[src/rtl/emitter_uart_pkg.sv]
// Shared types and constants for the emitter_uart transmit-only UART.
package emitter_uart_pkg;

  localparam int DATA_BITS  = 8;
  localparam int FRAME_BITS = 10;  // start + 8 data + stop
  localparam int BIT_IDX_W  = $clog2(FRAME_BITS);

  // Shifter state: IDLE holds the line high, SHIFT walks the ten frame bits.
  typedef enum logic {
    IDLE  = 1'b0,
    SHIFT = 1'b1
  } shifter_state_e;

  // Clock cycles per bit, truncated.
  function automatic int div_of(input int clk_freq_hz, input int baud_rate);
    return clk_freq_hz / baud_rate;
  endfunction

endpackage

[src/rtl/emitter_uart_fifo.sv]
// Synchronous TX byte queue with asynchronous active-low reset.
// Push and pop may occur in the same cycle; a push while full is admitted
// only when a pop happens in that same cycle. rdata shows the oldest entry.
module emitter_uart_fifo #(
  parameter int WIDTH = 8,
  parameter int DEPTH = 16
) (
  input  logic             clk,
  input  logic             rst_n,
  input  logic             push,
  input  logic [WIDTH-1:0] wdata,
  input  logic             pop,
  output logic [WIDTH-1:0] rdata,
  output logic             full,
  output logic             empty
);

  localparam int AW = $clog2(DEPTH);

  if (DEPTH < 2 || (DEPTH & (DEPTH - 1)) != 0) begin : g_depth_check
    $error("emitter_uart_fifo: DEPTH must be a power of 2 and >= 2");
  end

  logic [WIDTH-1:0] mem [DEPTH];
  logic [AW-1:0]    wr_ptr;
  logic [AW-1:0]    rd_ptr;
  logic [AW:0]      count;
  logic             push_ok;
  logic             pop_ok;

  assign full    = (count == (AW+1)'(DEPTH));
  assign empty   = (count == '0);
  assign rdata   = mem[rd_ptr];
  assign pop_ok  = pop & ~empty;
  assign push_ok = push & (~full | pop_ok);

  // Pointers wrap naturally because DEPTH is a power of two.
  always_ff @(posedge clk or negedge rst_n) begin
    if (!rst_n) begin
      wr_ptr <= '0;
      rd_ptr <= '0;
      count  <= '0;
    end else begin
      if (push_ok) wr_ptr <= wr_ptr + 1'b1;
      if (pop_ok)  rd_ptr <= rd_ptr + 1'b1;
      case ({push_ok, pop_ok})
        2'b10:   count <= count + 1'b1;
        2'b01:   count <= count - 1'b1;
        default: count <= count;
      endcase
    end
  end

  // Storage needs no reset; the cleared count marks every entry invalid.
  always_ff @(posedge clk) begin
    if (push_ok) mem[wr_ptr] <= wdata;
  end

endmodule

[src/rtl/emitter_uart.sv]
// emitter_uart: transmit-only 8N1 UART, LSB first, idle-high line.
// Optional build macro EMITTER_UART_FIFO_EN adds a FIFO_DEPTH-entry byte
// queue in front of the shifter; without it a byte is only accepted when the
// shifter can start it immediately (single holding register = the shifter).
//
// Handshake: a byte on i_data is accepted on a rising edge where
// i_valid & o_ready is 1. i_valid may be a one-cycle pulse and may be raised
// while o_ready is 0; such an offer is silently dropped. o_ready never
// depends on i_valid.
module emitter_uart
  import emitter_uart_pkg::*;
#(
  parameter int clk_freq_hz = 100_000_000,
  parameter int baud_rate   = 1_000_000,
  parameter int FIFO_DEPTH  = 16
) (
  input  logic                 i_clk,
  input  logic                 i_resetn,
  input  logic [DATA_BITS-1:0] i_data,
  input  logic                 i_valid,
  output logic                 o_ready,
  output logic                 o_busy,
  output logic                 o_uart_tx,
  output logic                 o_dbg_state
);

  localparam int DIV = div_of(clk_freq_hz, baud_rate);
  localparam int CW  = (DIV > 1) ? $clog2(DIV) : 1;

  if (DIV < 2) begin : g_div_check
    $error("emitter_uart: clk_freq_hz/baud_rate must be at least 2");
  end

  // Depth is validated in both builds so a configuration stays legal
  // whichever way the queue macro is set.
  if (FIFO_DEPTH < 2 || (FIFO_DEPTH & (FIFO_DEPTH - 1)) != 0) begin : g_fifo_depth_check
    $error("emitter_uart: FIFO_DEPTH must be a power of 2 and >= 2");
  end

  shifter_state_e       state;
  logic [BIT_IDX_W-1:0] bit_idx;
  logic [CW-1:0]        div_cnt;
  logic [DATA_BITS:0]   shreg;     // remaining data bits plus the stop bit
  logic                 tx_q;

  logic                 last_cycle;
  logic                 free;
  logic                 load;
  logic [DATA_BITS-1:0] load_data;

  // Final cycle of the stop bit: the shifter can start the next frame here,
  // which is what makes back-to-back frames contiguous.
  assign last_cycle = (state == SHIFT) &&
                      (bit_idx == BIT_IDX_W'(FRAME_BITS - 1)) &&
                      (div_cnt == '0);
  assign free = (state == IDLE) || last_cycle;

`ifdef EMITTER_UART_FIFO_EN
  logic                 fifo_push;
  logic                 fifo_pop;
  logic                 fifo_full;
  logic                 fifo_empty;
  logic                 bypass;
  logic [DATA_BITS-1:0] fifo_rdata;

  // An empty queue with a free shifter sends the offered byte straight to
  // the line, so the first byte starts with the same latency as the
  // queue-less build. Otherwise bytes queue and the shifter pops in order.
  assign fifo_pop  = free & ~fifo_empty;
  assign bypass    = free & fifo_empty & i_valid;
  assign o_ready   = ~fifo_full | fifo_pop;
  assign fifo_push = i_valid & o_ready & ~bypass;
  assign load      = fifo_pop | bypass;
  assign load_data = fifo_pop ? fifo_rdata : i_data;
  assign o_busy    = ~free | ~fifo_empty;

  emitter_uart_fifo #(
    .WIDTH (DATA_BITS),
    .DEPTH (FIFO_DEPTH)
  ) u_fifo (
    .clk   (i_clk),
    .rst_n (i_resetn),
    .push  (fifo_push),
    .wdata (i_data),
    .pop   (fifo_pop),
    .rdata (fifo_rdata),
    .full  (fifo_full),
    .empty (fifo_empty)
  );
`else
  assign o_ready   = free;
  assign load      = i_valid & free;
  assign load_data = i_data;
  assign o_busy    = ~free;
`endif

  assign o_uart_tx   = tx_q;
  assign o_dbg_state = (state == SHIFT);

  // Shifter FSM: load drives the start bit, then each bit is held DIV
  // cycles; the divisor reloads at every bit boundary so there is no drift.
  always_ff @(posedge i_clk or negedge i_resetn) begin
    if (!i_resetn) begin
      state   <= IDLE;
      bit_idx <= '0;
      div_cnt <= '0;
      shreg   <= '1;
      tx_q    <= 1'b1;
    end else if (load) begin
      state   <= SHIFT;
      bit_idx <= '0;
      div_cnt <= CW'(DIV - 1);
      shreg   <= {1'b1, load_data};
      tx_q    <= 1'b0;
    end else if (state == SHIFT) begin
      if (div_cnt != '0) begin
        div_cnt <= div_cnt - 1'b1;
      end else if (bit_idx == BIT_IDX_W'(FRAME_BITS - 1)) begin
        state <= IDLE;
        tx_q  <= 1'b1;
      end else begin
        bit_idx <= bit_idx + 1'b1;
        div_cnt <= CW'(DIV - 1);
        tx_q    <= shreg[0];
        shreg   <= {1'b1, shreg[DATA_BITS:1]};
      end
    end
  end

endmodule

[config.mk]
export PLATFORM = sky130hd
export DESIGN_NAME = emitter_uart
export DESIGN_NICKNAME = d
export VERILOG_FILES = /design/src/rtl/emitter_uart_pkg.sv /design/src/rtl/emitter_uart_fifo.sv /design/src/rtl/emitter_uart.sv
export SDC_FILE = /design/constraint.sdc
export NUM_CORES = 1
export LEC_CHECK = 0
export ABC_AREA = 1
export CORE_ASPECT_RATIO = 1.4
export CORE_MARGIN = 10
export CORE_UTILIZATION = 45
export DETAILED_ROUTE_END_ITERATION = 8
export PLACE_DENSITY_LB_ADDON = 0.2
export SYNTH_ARGS = -nofsm -noshare
export SYNTH_HDL_FRONTEND = slang
export SYNTH_SLANG_ARGS = --single-unit
[constraint.sdc]
create_clock -name i_clk -period 1.55 [get_ports i_clk]
set_clock_uncertainty 0.15 [all_clocks]
set_input_delay 0.2325 -clock i_clk [delete_from_list [all_inputs] [get_ports i_clk]]
set_output_delay 0.2325 -clock i_clk [all_outputs]
set_load 0.01 [all_outputs]
Word level (Yosys, flattened, before mapping) --
Cells that the tools add are included.
Cells by class: mux-type cells 20, equality and inequality tests 4, $add $sub $neg 2, bitwise gates (word level) 3, reductions and logical operators 9
Operator list (count):
- $mux W9 | 4
- $mux W7 | 4
- $mux W4 | 4
- $mux W1 | 8
- $logic_not A7 Y1 | 1
- $reduce_bool A7 Y1 | 1
- $sub A7 B1 Y7 const B | 1
- $add A4 B1 Y4 const B | 1
- $eq A4 B4 Y1 const B | 1
- $ne A2 B2 Y1 const B | 2
- $reduce_and A2 Y1 | 2
- $ne A3 B3 Y1 const B | 1
- $reduce_and A3 Y1 | 1
- $logic_and A1 B1 Y1 | 2
- $not A1 Y1 | 2
- $reduce_bool A2 Y1 | 1
- $and A1 B1 Y1 | 1
- $logic_or A1 B1 Y1 | 1
Word-level totals: input bits 11, flip-flop bits (word level) 22, word-level logic and storage cells 43, output and inout port bits 4

Depth between registers and ports, before layout --
depth after elaboration 7, mapped depth 11, depth with buffers taken out 11

Worst setup path before layout --
No wires, ideal clock.
kind register -> register, from register div_cnt[0], to register div_cnt[2], setup slack -181 ps, buffers on the path 1, clock period less this slack 1731 ps, stages on the path, launching flop included 11, data arrival time 1455 ps, required time 1274 ps, setup time 126 ps, cell sequence dfrtp_1 -> inv_1 -> ha_1 -> inv_1 -> nor2_2 -> nand4_2 -> nand2_4 -> nand2_4 -> buf_4 -> nand3_1 -> o21ai_0
On the way: cells in the longest elaborated chain, start to end 6, elaborated cells between the ends (all ways) 12, classes of those cells add/sub: 1; eq/ne: 1; mux: 3; bitwise: 1; reduce/logical: 6
Ends and longest elaborated chain:
- start: declaration | RTL line emitter_uart.sv:42 | logic [CW-1:0] div_cnt;
- start signal: assignment | RTL line emitter_uart.sv:112 | div_cnt <= CW'(DIV - 1);
- start signal: assignment | RTL line emitter_uart.sv:117 | div_cnt <= div_cnt - 1'b1;
- start signal: assignment | RTL line emitter_uart.sv:123 | div_cnt <= CW'(DIV - 1);
- $logic_not A7 Y1 (*) | RTL line emitter_uart.sv:55 | (div_cnt == '0);
- $logic_and A1 B1 Y1 (*) | RTL line emitter_uart.sv:54 | (bit_idx == BIT_IDX_W'(FRAME_BITS - 1)) &&
- $logic_or A1 B1 Y1 (*) | RTL line emitter_uart.sv:56 | assign free = (state == IDLE) || last_cycle;
- net o_ready | RTL line emitter_uart.sv:21 | output logic o_ready,
- $and A1 B1 Y1 (*) | RTL line emitter_uart.sv:92 | assign load = i_valid & free;
- $ne A3 B3 Y1 (no line) / $reduce_bool A2 Y1 (equally long branches)
- $reduce_and A2 Y1 (no line)
The timed path passes the listed nets; every way through them passes the cells marked *. The select of a mux whose other input is x is not followed. A chain may end at the register's enable or synchronous reset.

Worst setup path after layout --
from register div_cnt[1], to output port o_busy
On the way: cells in the longest elaborated chain, start to end 4
Ends and longest elaborated chain:
- $logic_not A7 Y1 | RTL line emitter_uart.sv:55
- $logic_and A1 B1 Y1 | RTL line emitter_uart.sv:54
- $logic_or A1 B1 Y1 | RTL line emitter_uart.sv:56
- $not A1 Y1 | RTL line emitter_uart.sv:94 | assign o_busy = ~free;
- end: declaration | RTL line emitter_uart.sv:22 | output logic o_busy,
Every way passes these cells.

==> impl_metrics.tcl <==
set metrics [dict create \
    drive_gt1_frac 0.493 \
    route.vias.total 1251 \
    maxSlewHeadroom 0.774 \
    rr_endpoint "bit_idx[3]" \
    pre_cts_ws_ps -356 \
    grt_pass1_vias 1191 \
    post-dp-hpwl_um 2010 \
    crit_chain "inv_2 > ha_4 > inv_2 > nor2_4 > nand3_4 > nor2_4 > nor2_4 > buf_6" \
    crit_start "div_cnt[1]" \
    drcViolationCount 0 \
    total_power_mw 0.883 \
    placed_cell_area_sq_um 1580 \
    final.fill_count 173 \
    dieArea_sq_um 5210 \
    n_antenna_cell 0 \
    grt_max_degree 22 \
    vias_per_cell 5.15 \
    cts_max_level 1 \
    start_util 0.465 \
    area.sequential_sq_um 537 \
    worstPathRequired_ps 1170 \
    port-buffer-count 14 \
    hold_viol 0 \
    rrSetupSlack_ps -320 \
    final_cells 243 \
    clock_sinks 21 \
    multi_input_area_sq_um 871 \
    yosysUniqueCellTypes 24 \
    setup_violations 23 \
    most-common-layout-cells "nand2_1 (42), buf_4 (29), nand2_2 (13), dfrtp_1 (12), nand3_1 (11)" \
    synth_area_sq_um 1210 \
    area_growth_pct 64.5 \
    fin_crit_sh 1.22 \
    synth_cells 154 \
    critPathCapture "o_busy" \
    fp-row-count 22 \
    slowest_delay_ps 420 \
    fin_area_sq_um 2000 \
    p_per_area_nw_per_um2 442 \
    crit_path_top_delay_cell "dfrtp_1" \
    hold_buffers 0 \
    cts_tree "built" \
    outcome "finished, violations left" \
    synth_fp_nets 168 \
    grt_pass1_wl_um 4940 \
    antenna_found_initial 0 \
    p_leak_nw 0.958 \
    ys_warn_count 0 \
    tightestPinTransition_ps 339 \
    drtIter0Drc 62 \
    critPathBufInv 3 \
    dieHeight_um 81.5 \
    finalWeightedCongestion 0.876 \
    crit_arrival_ps 1510 \
    crit_cells 8 \
    synth.ff_latch_count 21 \
    postSynthAreaPerCell_sq_um 7.89 \
    cap_violations 0 \
    drt_pass1_iterations 4 \
    r2r_cells 12 \
    cpMostUsedCell "nor2_4" \
    track_usage 0.117 \
    hp-class "in2async" \
    crit_fanout 2 \
    path_clk_slew_ps 120 \
    min_period_ps 1890 \
    ys_seq_area_frac 0.442 \
    worst-setup-path-type "reg2out" \
    core_sq_um 2620 \
    ios 15 \
    drt_wl_total_um 3720 \
    clock_insertion_delay_worst_skew_ps 310 \
    failed_checks "setup timing" \
    cts_root_buffer "clkbuf_4" \
    rsz0062_at_grt "true" \
    numCtsBuffers 3 \
    cp_top_family "flip-flops" \
    globalRouteOverflowTotal 0 \
    cts.path.max_buffers 2 \
    fmax_mhz 528 \
    post-route-worst-setup-slack_ps -343 \
    drt-wirelength-per-cell_um 15.3 \
    final_nets 222 \
    r2r_start "div_cnt[1]" \
    ant_nets 0 \
    final_max_slew_viol_count 0 \
    crit_path_start_kind "register" \
    worst_ir_drop_vdd_v 0.000406 \
    layout_commonest_cell "nand2_1" \
    fp.dieW_um 63.9 \
    end_kind "primary output" \
    placed_cells 222 \
]
registers in the layout, summed over array words and instances (netlist names):
signal	cells
div_cnt	7
o_uart_tx	1
bit_idx	4
o_dbg_state	1
shreg	8
metal layers:
layer | vias up | GRT usage | wire length [um] | share of wire
met5 | - | 0 | 0 | 0
met4 | 0 | 0.0570 | 127 | 0.034
met3 | 14 | 0.0272 | 125 | 0.034
met2 | 29 | 0.214 | 2050 | 0.55
met1 | 606 | 0.124 | 1420 | 0.38
li1 | 602 | - | - | -
power breakdown:
group	total [mW]	internal, mW	switching [mW]
clock	0.274	0.101	0.174
sequential	0.549	0.549	0
combinational	0.0598	0.0275	0.0323
worst min-delay path by stage:
stage	from	endpoint
floorplan	i_resetn	bit_idx[0]
global placement	shreg[7]	shreg[7]
detailed placement	shreg[1]	shreg[1]
CTS	i_resetn	div_cnt[2]
global route	i_resetn	bit_idx[3]
finish	i_resetn	bit_idx[3]
through the flow:
| step | setup TNS [ps] | utilization | hold slack, ps |
|---|---|---|---|
| detailed placement | -5790 | 0.605 | 308 |
| CTS | -5070 | 0.645 | 112 |
| floorplan | -1350 | - | -213 |
| global route | -7820 | 0.764 | 101 |
| global placement | -4870 | 0.605 | 304 |
| finish | -6050 | 0.764 | 109 |
area by class of cell:
cell class | count | share of cell area
Tap cell | 36 | 0.0225
Inverter | 15 | 0.0294
Clock buffer | 4 | 0.0131
Multi-Input combinational cell | 119 | 0.436
Timing Repair Buffer | 48 | 0.230
Sequential cell | 21 | 0.269
Yosys cell counts:
| master | number | area, sq um |
|---|---|---|
| nand4_1 | 1 | 6.26 |
| nor2_2 | 6 | 37.5 |
| nor2_1 | 5 | 18.8 |
| nand2_1 | 57 | 214 |
| nand4_2 | 1 | 12.5 |
| xnor2_1 | 1 | 8.76 |
| o21ai_1 | 2 | 10.0 |
| buf_4 | 1 | 7.51 |
| nand2_4 | 4 | 45.0 |
| o21ai_0 | 8 | 40.0 |
| ha_1 | 3 | 37.5 |
| or2_2 | 2 | 12.5 |
| o21ai_2 | 2 | 17.5 |
| dfstp_2 | 9 | 236 |
| inv_2 | 1 | 3.75 |
| a21oi_1 | 1 | 5.00 |
| buf_2 | 1 | 5.00 |
| a21boi_0 | 1 | 7.51 |
| dfrtp_1 | 12 | 300 |
| nand2_2 | 1 | 6.26 |
| inv_1 | 14 | 52.6 |
| xor2_1 | 4 | 35.0 |
| buf_8 | 1 | 15.0 |
| nand3_1 | 16 | 80.1 |
repair_timing:
| item | 4_1_cts | 5_1_grt |
|---|---|---|
| setup buffers | 4 | 9 |
| setup endpoints to repair | 25 | 25 |
| resized for setup | 24 | 42 |
| cloned | 0 | 4 |
| pin swaps | 4 | 10 |
logic make-up (layout without fill, tap and decap cells):
| kind of cell | after synthesis | after routing | synth area share |
|---|---|---|---|
| simple gates | 93 | 97 | 0.356 |
| buf+inv | 18 | 67 | 0.0690 |
| flops | 21 | 21 | 0.442 |
| xor+xnor | 5 | 5 | 0.0360 |
| fa+ha+maj | 3 | 3 | 0.0309 |
| compound gates | 14 | 14 | 0.0659 |
(Power assumes the default switching activity.)
==> patch 1: new RTL, same flow settings <==
Make the reset (`i_resetn`) synchronous in one clocked block. Comments in the files are not updated.
--- a/src/rtl/emitter_uart.sv
+++ b/src/rtl/emitter_uart.sv
@@ -100,5 +100,5 @@
   // Shifter FSM: load drives the start bit, then each bit is held DIV
   // cycles; the divisor reloads at every bit boundary so there is no drift.
-  always_ff @(posedge i_clk or negedge i_resetn) begin
+  always_ff @(posedge i_clk) begin
     if (!i_resetn) begin
       state   <= IDLE;
Formal check against the unedited RTL: differs if i_resetn is asserted again (counterexample within 4 cycles, from zero or initial values and one cycle with i_resetn low); with i_resetn held inactive, the same outputs for 10 cycles.
==> patch 1 against the original RTL <==
- the flow still finishes with violations (negative setup slack)
- critical path depth grew 1
- sequential cell count is the same
- final cell count grew 15%
- synthesized area grew 15%
- setup slack gained 0.20 ns
- design area grew 0.56%
- synthesized cell count grew 26%
- routed wire length shrank 8.0%
- die area grew 11%
- critical endpoint is now o_ready
- largest cell class unchanged
Power is not compared: it rests on default switching activity, and its combinational part moved more than twofold at a synthesized area within 25%.
==> patch 1: results (changes against the original RTL) <==
Route
  – Routed length on met3: 117 um (was 125 um)
  – Initial DRC Count: 40 (was 62)
  – Via count: 1397 (was 1251)
  – Drt wl/cell: 12.2 um (was 15.3 um)
  – WL met1: 1420 um (about the same)

Global route
  – Met1 GRT Util: 13.4% (was 12.4%)
  – GRT Resource Usage Total: 12.1% (was 11.7%)
  – First-pass GRT wire length: 5720 um (was 4940 um)
  – Met3 usage: 2.21% (was 2.72%)
  – Vias in the first global route: 1342 (was 1191)

Status
  – Status: finished, violations left (unchanged)
  – Failing checks: negative setup slack (unchanged)

Logic synthesis
  – Xor/xnor share of the synthesized area: 1.88% (was 3.60%)
  – Netlist cell types: 27 (was 24)
  – Synth Flop Type: dfxtp_1 (was dfrtp_1)
  – Synth Area in Compound Gates: 3.86% (was 6.59%)
  – Cells after synthesis: 194 (was 154)
  – Synth Net Count: 209 (was 168)
  – Top post-synthesis cells by area: dfxtp_1, nand2_1, inv_1 (was dfrtp_1, dfstp_2, nand2_1)
  – Synth async-reset ratio: 0% (was 100%)
  – Seq/Total Area, Yosys: 30.1% (was 44.2%)

Final layout
  – Nets@finish: 259 (was 222)
  – Layout cells sized above 1: 33.3% (was 49.3%)
  – Final Cell Area: 2010 sq um (was 2000 sq um)

Worst setup path
  – End of the critical path: o_ready (was o_busy)
  – Reg2Reg Capture Point: bit_idx[1] (was bit_idx[3])
  – CP max FO: 3 (was 2)
  – Worst path slowest cell: dfxtp_2 (was dfrtp_1)
  – Worst r2r src: div_cnt[0] (was div_cnt[1])
  – Critical path's largest stage delay: 0.33 ns (was 0.42 ns)
  – WP data arrival: 1.31 ns (was 1.51 ns)

Placed design
  – Final GP Congestion: 0.734 (was 0.876)
  – Detailed placement HPWL: 2430 um (was 2010 um)
  – Dpl ws: -0.332 ns (was -0.356 ns)

Clock tree
  – Clk slew on worst S/H paths: 0.08 ns (was 0.12 ns)
  – Worst-skew pair later-pin latency: 0.26 ns (was 0.31 ns)
  – Clock root buffer: clkbuf_8 (was clkbuf_4)

STA
  – Slack of the critical path: -0.141 ns (was -0.343 ns)
  – Aggregate negative setup slack: -1.93 ns (was -6.05 ns)
  – Worst slew margin: 86.0% (was 77.4%)
  – Final setup viols: 23 (unchanged)
==> patch 1: cell count changes after synthesis, sizes merged, moves of 6 or more <==
cell	unedited run	this run
dfxtp	0	21
inv	15	29
dfrtp	12	0
nand3	16	28
o21ai	12	2
dfstp	9	0
nor2	11	19
clkinv	0	7
a21oi	1	7
nand4	2	8
==> patch 1: what timing repair did <==
| item | 4_1_cts | 5_1_grt |
|---|---|---|
| buffers inserted | 8 | 3 |
| setup endpoints to repair | 24 | 23 |
| pin swaps | 7 | 8 |
| gates resized for setup | 28 | 19 |
| hold buffers | 0 | 0 |
==> patch 1: final cells by class <==
| class | count | area share, % |
|---|---|---|
| Inverter | 36 | 6.97 |
| Clock buffer | 4 | 2.24 |
| Tap cell | 37 | 2.30 |
| Timing Repair Buffer | 50 | 23.7 |
| Multi-Input combinational cell | 132 | 43.6 |
| Sequential cell | 21 | 21.2 |
==> patch 2: new RTL, same settings <==
Made on the original files. The package constant `FRAME_BITS` goes from 10 to 12.
--- a/src/rtl/emitter_uart_pkg.sv
+++ b/src/rtl/emitter_uart_pkg.sv
@@ -3,5 +3,5 @@
 
   localparam int DATA_BITS  = 8;
-  localparam int FRAME_BITS = 10;  // start + 8 data + stop
+  localparam int FRAME_BITS = 12;  // start + 8 data + stop
   localparam int BIT_IDX_W  = $clog2(FRAME_BITS);
 
Check against the original RTL: same outputs for any inputs over 10 cycles, from zero or initial values and one cycle with i_resetn low; that may be too few to reach the edited logic, so the function may still have changed.
==> patch 2 against the original RTL <==
- the flow still finishes with violations (negative setup slack)
- worst hold slack worse by 0.012 ns
- non-clock buffer count increased by 4
- power is 1.1% lower
- design area down 8.7%
- sequential cell count stayed put
- synthesized cell count fell by 4.5%
- synthesized area is 2.1% lower
- setup slack improved by 0.076 ns
- routed wire length down 16%
- sequential share of layout area up 2.6 points
- critical path type unchanged
- largest power group unchanged
==> patch 2: results (changes against the original RTL) <==
Status
  – Status: finished, violations left (unchanged)
  – Failing checks: negative setup slack (unchanged)

Route
  – Total wire length: 3140 um (was 3720 um)
  – Via count: 1145 (was 1251)
  – Initial DRC Count: 62 (unchanged)
  – Detailed Routing Iterations Pass 1: 3 (was 4)
  – DRC Markers: 0 (unchanged)

Logic synthesis
  – Top post-synthesis cells by area: dfrtp_1, dfstp_2, nand2_1 (unchanged)
  – Seq/Total Area, Yosys: 45.1% (was 44.2%)
  – Synth async-reset ratio: 100% (unchanged)
  – Synth Flop Type: dfrtp_1 (unchanged)
  – Synth Net Count: 160 (was 168)
  – Post-synth top cells: nand2_1, nand3_1, dfrtp_1 (was nand2_1, nand3_1, inv_1)
  – YS warnings: 0 (unchanged)
  – Netlist cell types: 26 (was 24)

Final layout
  – Nets@finish: 215 (was 222)
  – Layout cells sized above 1: 46.8% (was 49.3%)
  – Fillcell total: 207 (was 173)
  – Largest regs: shreg: 8 flops, div_cnt: 7 flops, bit_idx: 4 flops (unchanged)
  – Antenna diode count: 0 (unchanged)

STA
  – Final setup viols: 23 (unchanged)
  – Worst-Margin Slew: 0.264 ns (was 0.339 ns)
  – Aggregate negative setup slack: -4.36 ns (was -6.05 ns)
  – Slack of the critical path: -0.267 ns (was -0.343 ns)

Placed design
  – # port buffers: 14 (unchanged)
  – Detailed placement HPWL: 2150 um (was 2010 um)
  – Final GP Congestion: 0.806 (was 0.876)

Worst setup path
  – Critical path's largest stage delay: 0.40 ns (was 0.42 ns)
  – WP data arrival: 1.43 ns (was 1.51 ns)
  – CP max FO: 2 (unchanged)
  – Worst path slowest cell: dfrtp_1 (unchanged)

Clock tree
  – Worst-skew pair later-pin latency: 0.32 ns
  – Maximum clock insertion buffer count: 2 (unchanged)
  – Clock root buffer: clkbuf_4 (unchanged)
  – H-tree depth: 1 (unchanged)
  – Clk slew on worst S/H paths: 0.12 ns (about the same)
  – Total CTS buffers: 3 (unchanged)

Global route
  – Pin count of the biggest net entering global routing: 22 (unchanged)
  – GRT Resource Usage Total: 13.1% (was 11.7%)
  – First-pass GRT wire length: 5450 um (was 4940 um)
  – Initial antenna violation count: 0 (unchanged)
  – Vias in the first global route: 1176 (was 1191)

Power and ir drop
  – Static Leak: 0.000882 uW (was 0.000958 uW)
  – Maximum VDD drop: 0.469 mV (was 0.406 mV)

Hold path
  – Class of the worst hold path: input pin to asynchronous set/reset pin (unchanged)
-- patch 2: cell count changes after synthesis, sizes merged --
cell / before / now
a21boi: 1 / 0
a22oi: 0 / 1
buf: 3 / 2
clkbuf: 0 / 1
ha: 3 / 2
inv: 15 / 12
nand2: 62 / 61
nand3b: 0 / 1
nand4: 2 / 1
nor3: 0 / 1
o21ai: 12 / 10
or2: 2 / 1
-- patch 2: final timing paths --
path                            start          to  slack [ns]  depth (start not counted)
max in group asynchronous    i_resetn    shreg[3]        0.87                          2
setup reg to reg           div_cnt[1]  bit_idx[3]       -0.26                         12
hold reg to reg              shreg[3]    shreg[3]        0.32                          2
min in group i_clk           shreg[3]    shreg[3]        0.32                          2
setup / recovery           div_cnt[1]      o_busy       -0.27                          8
hold / removal               i_resetn  bit_idx[3]         0.1                          2
-- patch 2: timing repair --
item,CTS,global route
pin swaps,14,9
resized for setup,42,13
cloned,1,0
setup endpoints to repair,25,24
buffers inserted,7,7
-- patch 2: layout make-up --
cell class / instances / share of cell area (%)
multi-input cells: 112 / 38.7
flip-flops and latches: 21 / 29.4
repair buffers: 52 / 25.4
inverters: 12 / 2.61
well taps: 36 / 2.47
clock buffers: 4 / 1.44
-- patch 2: stage by stage --
step | setup WS [ns] | std cells | total power, uW | instance area (sq um) | hold WS (ns)
finish | -0.267 | 237 | 874 | 1820 | 0.0963
global route | -0.349 | 237 | 905 | 1820 | 0.110
CTS | -0.265 | 230 | 872 | 1730 | 0.111
detailed placement | -0.288 | 218 | 606 | 1550 | 0.306
global placement | -0.276 | 218 | 605 | 1550 | 0.301
floorplan | -0.116 | 147 | 564 | 1200 | -0.213
-- patch 2: layer usage --
metal / GRT usage, % / wire length (um) / vias up
li1: - / - / 579
met1: 15.3 / 1310 / 542
met2: 23.8 / 1700 / 17
met3: 2.20 / 66 / 7
met4: 4.61 / 59 / 0
met5: 0 / 0 / -
-- patch 2: power breakdown --
group	switching, uW	total (uW)	internal, uW	leakage [uW]
clock	174	274	101	0.0000150
sequential	0	549	549	0.000241
combinational	24.7	50.2	25.5	0.000626
total	198	874	675	0.000882
-- patch 2: kinds of logic (layout without fill, tap and decap cells) --
| group | Yosys count | in the layout | synth area share, % |
|---|---|---|---|
| simple gates | 92 | 93 | 36.5 |
| xor+xnor | 5 | 5 | 3.68 |
| fa+ha+maj | 2 | 2 | 2.10 |
| compound gates | 12 | 12 | 5.89 |
| flops | 21 | 21 | 45.1 |
| buf+inv | 15 | 68 | 6.73 |
-- patch 2: worst max-delay path: cells and delay by family, from the launching register on --
family	cells	cell delay (ns)
fa+ha+maj	1	0.14
buf+inv	3	0.25
flops	1	0.40
simple gates	4	0.33
